<file path="src/rtl/clk_div_pkg.sv">
// Shared constants and helpers for the programmable clock divider.
// Divisors below MIN_DIV cannot form a low/high period and are rejected.
package clk_div_pkg;

  localparam int unsigned MIN_DIV = 2;

  function automatic int unsigned half_up(input int unsigned n);
    return (n + 1) >> 1;
  endfunction

endpackage

</file>
<file path="src/rtl/clk_div_core.sv">
// Period counter with registered clk_div/tick decode.
// Flops load from next-state decode so outputs match the current count.
module clk_div_core
  import clk_div_pkg::*;
#(
  parameter int WIDTH = 8
) (
  input  logic             clock,
  input  logic             rst_n,
  input  logic             en,
  input  logic             clr,
  input  logic [WIDTH-1:0] active,
  input  logic [WIDTH-1:0] div_next,
  output logic             wrap,
  output logic             clk_div,
  output logic             tick
);

  logic [WIDTH-1:0] cnt;
  logic [WIDTH-1:0] cnt_nxt;

  assign wrap = en && (cnt == active - 1'b1);

  always_comb begin
    cnt_nxt = cnt;
    if (clr || wrap) begin
      cnt_nxt = '0;
    end else if (en) begin
      cnt_nxt = cnt + 1'b1;
    end
  end

  always_ff @(posedge clock or negedge rst_n) begin
    if (!rst_n) begin
      cnt     <= '0;
      clk_div <= 1'b0;
      tick    <= 1'b0;
    end else begin
      cnt <= cnt_nxt;
      if (clr) begin
        clk_div <= 1'b0;
        tick    <= 1'b0;
      end else if (en) begin
        clk_div <= 32'(cnt_nxt) >= half_up(32'(div_next));
        tick    <= cnt_nxt == div_next - 1'b1;
      end else begin
        tick <= 1'b0;
      end
    end
  end

endmodule

</file>
<file path="src/rtl/clock_div_prog.sv">
// Runtime-programmable integer clock divider producing enables.
// New divisors wait in a shadow register until a period boundary.
module clock_div_prog
  import clk_div_pkg::*;
#(
  parameter int WIDTH       = 8,
  parameter int DEFAULT_DIV = 7
) (
  input  logic             clock,
  input  logic             rst_n,
  input  logic             en,
  input  logic             sync_clr,
  input  logic             div_load,
  input  logic [WIDTH-1:0] div_in,
  output logic             clk_div,
  output logic             tick,
  output logic             load_err,
  output logic             pending,
  output logic [WIDTH-1:0] cur_div
);

  logic [WIDTH-1:0] active;
  logic [WIDTH-1:0] shadow;
  logic [WIDTH-1:0] active_nxt;
  logic [WIDTH-1:0] shadow_nxt;
  logic             pending_nxt;
  logic             wrap;
  logic             valid;
  logic             boundary;

  assign valid    = div_load && (32'(div_in) >= MIN_DIV);
  assign boundary = sync_clr || wrap;
  assign cur_div  = active;

  // A valid load at a boundary bypasses the shadow and applies at once.
  always_comb begin
    active_nxt  = active;
    shadow_nxt  = shadow;
    pending_nxt = pending;
    if (boundary) begin
      if (valid) begin
        active_nxt  = div_in;
        shadow_nxt  = div_in;
        pending_nxt = 1'b0;
      end else if (pending) begin
        active_nxt  = shadow;
        pending_nxt = 1'b0;
      end
    end else if (valid) begin
      shadow_nxt  = div_in;
      pending_nxt = 1'b1;
    end
  end

  always_ff @(posedge clock or negedge rst_n) begin
    if (!rst_n) begin
      active   <= WIDTH'(DEFAULT_DIV);
      shadow   <= WIDTH'(DEFAULT_DIV);
      pending  <= 1'b0;
      load_err <= 1'b0;
    end else begin
      active   <= active_nxt;
      shadow   <= shadow_nxt;
      pending  <= pending_nxt;
      load_err <= div_load && !valid;
    end
  end

  clk_div_core #(
    .WIDTH(WIDTH)
  ) u_core (
    .clock    (clock),
    .rst_n    (rst_n),
    .en       (en),
    .clr      (sync_clr),
    .active   (active),
    .div_next (active_nxt),
    .wrap     (wrap),
    .clk_div  (clk_div),
    .tick     (tick)
  );

endmodule

</file>
<file path="config.mk">
export PLATFORM = sky130hd
export DESIGN_NAME = clock_div_prog
export DESIGN_NICKNAME = d
export VERILOG_FILES = /design/src/rtl/clk_div_pkg.sv /design/src/rtl/clk_div_core.sv /design/src/rtl/clock_div_prog.sv
export SDC_FILE = /design/constraint.sdc
export NUM_CORES = 1
export LEC_CHECK = 0
export CAP_MARGIN = 20
export CORE_MARGIN = 5
export CORE_UTILIZATION = 55
export CTS_CLUSTER_DIAMETER = 100
export DETAILED_ROUTE_END_ITERATION = 10
export PLACE_DENSITY = 0.89
export SLEW_MARGIN = 20
export SYNTH_ARGS = -nofsm -noshare
export SYNTH_HDL_FRONTEND = slang
export SYNTH_HIERARCHICAL = 1
export SYNTH_SLANG_ARGS = --single-unit
export TNS_END_PERCENT = 1
</file>
<file path="constraint.sdc">
create_clock -name clock -period 14.9 [get_ports clock]
set_clock_uncertainty 0.2 [all_clocks]
set_input_delay 3.725 -clock clock [delete_from_list [all_inputs] [get_ports clock]]
set_output_delay 3.725 -clock clock [all_outputs]
set_load 0.005 [all_outputs]
</file>
Word-level counts from Yosys, hierarchy flattened
Cells that the tools add are included.
{"block": "word_totals", "ff_bits": 28, "input_bits": 13, "out_inout_bits": 12}
{"block": "classes", "n_addsub": 4, "order_cmp": 2, "eq_ne": 2, "mux": 11, "n_reduce_logical": 7}
{"cell": "8-bit 2-to-1 mux", "count": 5}
{"cell": "8-bit by 31-bit >= comparator with 1-bit output", "count": 1}
{"cell": "8-bit == test", "count": 2}
{"cell": "8-bit by 1-bit subtractor with 8-bit output (second input constant)", "count": 2}
{"cell": "8-bit by 1-bit adder with 9-bit output (second input constant)", "count": 1}
{"cell": "8-bit by 1-bit adder with 8-bit output (second input constant)", "count": 1}
{"cell": "8-bit by 2-bit >= comparator with 1-bit output (second input constant)", "count": 1}
{"cell": "1-bit 2-to-1 mux", "count": 6}
{"cell": "2-bit nonzero test", "count": 2}
{"cell": "1-bit logical AND", "count": 3}
{"cell": "1-bit logical NOT", "count": 1}
{"cell": "1-bit logical OR", "count": 1}

Depth between registers and ports, before layout
{"block": "depth", "word_depth": 9, "ltp_mapped": 20, "ltp_nobuf": 19}

Cells and area by module
Netlist, hierarchy kept.
{"module": "clk_div_core", "n_inst": 1, "cells_per_inst": 149, "area_per_inst_um2": 1209.9, "seq_area_each_um2": 250.2}
{"module": "clock_div_prog", "n_inst": 1, "cells_per_inst": 78, "area_per_inst_um2": 882.1, "seq_area_each_um2": 457.9}

Least setup slack after synthesis
Ideal clock, no wire load.
{"block": "synth_path", "kind": "input-to-reg", "start": "input en", "end": "register u_core.clk_div", "arrival_ns": 7.341, "path_slack_ns": 7.210, "stages": 17, "n_path_buf": 1, "cell_sequence": "clkbuf_1 > nand3_1 > or4_4 > nor4_4 > nor2_1 > a21oi_1 > o211a_1 > inv_1 > ha_1 > ha_1 > nand2b_1 > a21o_1 > a21o_1 > a211oi_1 > o21ai_0 > o211ai_1 > a311oi_1"}
{"block": "synth_between", "elab_chain_cells": 7, "word_cells_on_any_way": 10, "cone_classes": "add/sub (1); order compare (1); mux (5); reduce/logical (3)"}
{"element": "start: declaration", "line_no": "clock_div_prog.sv:11", "text": "input logic en,"}
{"element": "1-bit logical AND", "line_no": "clk_div_core.sv:22", "text": "assign wrap = en && (cnt == active - 1'b1);"}
{"element": "net wrap", "line_no": "clock_div_prog.sv:27", "text": "logic wrap;"}
{"element": "1-bit logical OR", "line_no": "clock_div_prog.sv:32", "text": "assign boundary = sync_clr || wrap;"}
{"element": "8-bit 2-to-1 mux", "line_no": "clock_div_prog.sv:40", "text": "if (boundary) begin"}
{"element": "net active_nxt[0]", "line_no": "clock_div_prog.sv:24", "text": "logic [WIDTH-1:0] active_nxt;"}
{"element": "8-bit by 1-bit adder with 9-bit output", "line_no": "clk_div_pkg.sv:8", "text": "return (n + 1) >> 1;"}
{"element": "8-bit by 31-bit >= comparator with 1-bit output", "line_no": "clk_div_core.sv:44", "text": "clk_div <= 32'(cnt_nxt) >= half_up(32'(div_next));"}
{"element": "1-bit 2-to-1 mux", "line_no": "clk_div_core.sv:43", "text": "end else if (en) begin"}
{"element": "1-bit 2-to-1 mux", "line_no": "clk_div_core.sv:40", "text": "if (clr) begin"}
{"element": "end signal: assignment", "line_no": "clk_div_core.sv:44"}
{"element": "end: declaration", "line_no": "clk_div_core.sv:15", "text": "output logic clk_div,"}
The timed path passes the listed nets, and every way through them passes these cells. The select of a mux whose other input is x is not followed.
A chain may end at the register's enable or synchronous reset.

Worst setup path after layout
Ends and elaborated chain as after synthesis.

==> impl_metrics.yaml <==
power_and_ir_drop:
  p_per_area_nw_per_um2: 89.9
  p_leak_nw: 1.05
  fin_total_pwr_uw: 215
  peakVddDrop_mv: 0.0485
  p_switching_uw: 73.7
  seq_power_share_pct: 43.4
  switching_share_pct: 34.3
  pwr-share-clk_pct: 22.6
  internal_power_uw: 141
  pwr-share-comb_pct: 34.0
clock_tree:
  postCtsResizedCells: 0
  clk_pin_slew_ps: 100
  cts_tree: "yes"
  max-clock-path-buffers: 2
  clk_latency_ps: 290
  cts_buffers: 3
  h-tree-depth: 1
  clockRootBuffer: "clkbuf_8"
  post-cts-setup-buffer-count: 0
  holdBufCountCts: 0
  cts_sinks: 28
detailed_routing:
  drt.antenna.violating_nets: 0
  vias: 1794
  drcViolationCount: 0
  wl_per_cell_um: 17.2
  first_iter_violations: 231
  dr.pass1.iters: 5
  via_per_inst: 6.10
  wl_um: 5060
die:
  ioPinCount: 25
  fp.dieArea_um2: 5140
  die_h_um: 71.7
  rows: 22
  die_x_um: 71.7
  start_util_pct: 57.1
  core_um2: 3660
final_layout:
  antenna_cells: 0
  nNetsFinal: 272
  syn_to_final_growth_pct: 14.4
  finalNonFillerCells: 294
  fillerInstances: 264
  final_layout_size_suffix_gt1_share_pct: 12.6
synthesis:
  synthFlopType: "dfrtp_1"
  synth_top_area_share_pct: 26.3
  async_flop_share_pct: 100
  yosysWarnings: 6
  synth_edf_count: 0
  netlist_area_um2: 2090
  synthDistinctLibCells: 48
  synth.area.top_cells: "dfrtp_1 (26%), dfstp_2 (7.5%), xor2_1 (7.5%)"
  netlist_instances: 227
  yosys.area.top_type: "dfrtp_1"
  ys_seq_elements: 28
  synth_area_per_cell_um2: 9.22
  synth_nets: 252
  ys_seq_area_share_pct: 33.9
grt:
  grt_max_degree: 29
  grt_overflow_total: 0
  grt_pass1_vias: 1831
  gr-usage-all-layers_pct: 20.5
  antenna_found_initial: 0
  grt_pass1_wl_um: 8510
sta:
  worstMarginPinSlew_ps: 700
  fin_hold_ws_ps: 263
  setup_ws_ps: 6580
  timing.final.crit_period_ps: 8320
  final_hold_viol_count: 0
  finalCritPeriodShare_pct: 55.8
  drv_slew: 0
  setup_viol: 0
  max_clock_freq_mhz: 120
  rsz0062_at_grt: "no"
  slew_headroom_pct: 53.2
  fin_setup_tns_ps: 0
placed_design:
  gp_congestion: 0.944
  port_buffers: 24
  post-place-ws_ps: 6300
  hpwl_um: 3770
  dp_cells: 289
outcome:
  run_status: "finished, final reports clean"
worst_setup_path:
  cp.required_ps: 14850
  cp-end-kind: "flip-flop"
  path_max_fanout: 10
  worstSetupStartpointType: "input port"
  r2r_setup_slack_ps: 9640
  startpoint: "en"
  r2r-start: "cur_div[0]$_DFF_PN1_"
  cp.arrival_ps: 8260
  criticalPathCategory: "input port to flip-flop"
worst_hold_path:
  worstHoldStart: "shadow[1]$_DFFE_PN1P_"
  min_path_type: "flip-flop to flip-flop"
job:
  maxCapViolCount: 0
==> layout by cell type (no fill, tap or decap), types with 2 or more instances in the layout <==
cell              n
nand2b_1          4
nand4_1           5
and3_1            2
o211a_1           9
nand3_1          10
xnor2_1          11
or4_4             2
dfstp_2           6
a21oi_1           4
o22ai_1           2
a21o_1            2
nand4b_1          8
clkdlybuf4s50_1  24
or2_2             2
nor2_1           18
nor4_1            2
ha_1             12
o21ai_0           6
nor3_1            5
nand2_1          29
or3_2             8
dfrtp_1          22
clkbuf_8          4
xor2_1           18
inv_1            10
==> final cells by class <==
class	instances	area [µm²]	area share [%]
well taps	48	60.1	2.51
flip-flops and latches	28	708	29.6
multi-input cells	178	1270	53.2
repair buffers	26	259	10.8
inverters	10	37.5	1.57
clock buffers	4	55.1	2.30
==> metal layers <==
| layer | up-vias | wire [µm] | share of wire [%] | GRT usage (%) |
|---|---|---|---|---|
| met1 | 843 | 2210 | 44 | 28.7 |
| met2 | 96 | 2410 | 48 | 32.2 |
| li1 | 841 | - | - | - |
| met5 | - | 0 | 0 | 0 |
| met3 | 14 | 352 | 7.0 | 2.81 |
| met4 | 0 | 88 | 1.7 | 7.93 |
==> registers in the layout (all words and copies together) (netlist names) <==
name / count
u_core/tick: 1
u_core/clk_div: 1
shadow: 8
load_err: 1
u_core/cnt: 8
pending: 1
cur_div: 8
==> worst max-delay path, stage by stage <==
cell,delay (ps)
clkdlybuf4s50_1,730
nand3_1,130
or4_4,540
nor4_4,290
nor2_1,190
a21oi_1,470
o211a_1,370
inv_1,130
ha_1,360
ha_1,270
nand2b_1,150
a21o_1,190
a21o_1,170
a211oi_1,210
o21ai_0,110
o211ai_1,90
a311oi_1,120
==> cells in the mapped netlist (6+ instances only) <==
cell type	instances
nand4b_1	8
nor2_1	18
dfrtp_1	22
inv_1	10
dfstp_2	6
xor2_1	18
nand3_1	10
o21ai_0	6
or3_2	8
nand2_1	29
xnor2_1	11
o211a_1	9
ha_1	12
==> stage by stage <==
stage,util [%],area [µm²]
6_report,65.4,2390
3_3_place_gp,63.6,2330
2_1_floorplan,-,2090
4_1_cts,65.1,2380
3_5_place_dp,63.6,2330
5_1_grt,65.4,2390
==> final timing paths <==
path | cells past startpoint | to
min in group asynchronous | 2 | u_core/cnt[3]$_DFF_PN0_
worst min register to register | 2 | shadow[1]$_DFFE_PN1P_
worst min-delay path | 2 | shadow[1]$_DFFE_PN1P_
worst max-delay path | 17 | u_core/clk_div$_DFFE_PN0P_
worst max register to register | 19 | u_core/clk_div$_DFFE_PN0P_
max in group asynchronous | 2 | shadow[1]$_DFFE_PN1P_
==> power by group through the flow <==
stage / combinational, mW / clock, mW / sequential [mW]
after floorplan: 0.0494 / 0 / 0.0909
after global placement: 0.0680 / 0 / 0.0942
after detailed placement: 0.0715 / 0 / 0.0944
after CTS: 0.0720 / 0.0489 / 0.0930
after global routing: 0.0798 / 0.0520 / 0.0943
final: 0.0732 / 0.0486 / 0.0934
==> cells by family (layout without fill, tap and decap cells) <==
group / count (synthesis) / after routing / synth area share, %
flip-flops: 28 / 28 / 33.9
XOR/XNOR: 29 / 29 / 12.1
multiplexers: 3 / 3 / 1.73
AO/OA/AOI/OAI: 33 / 33 / 13.1
adder cells (fa/ha/maj): 12 / 12 / 7.18
buffers and inverters: 21 / 40 / 5.26
AND/OR/NAND/NOR: 101 / 101 / 26.7
(Power assumes the default switching activity.)
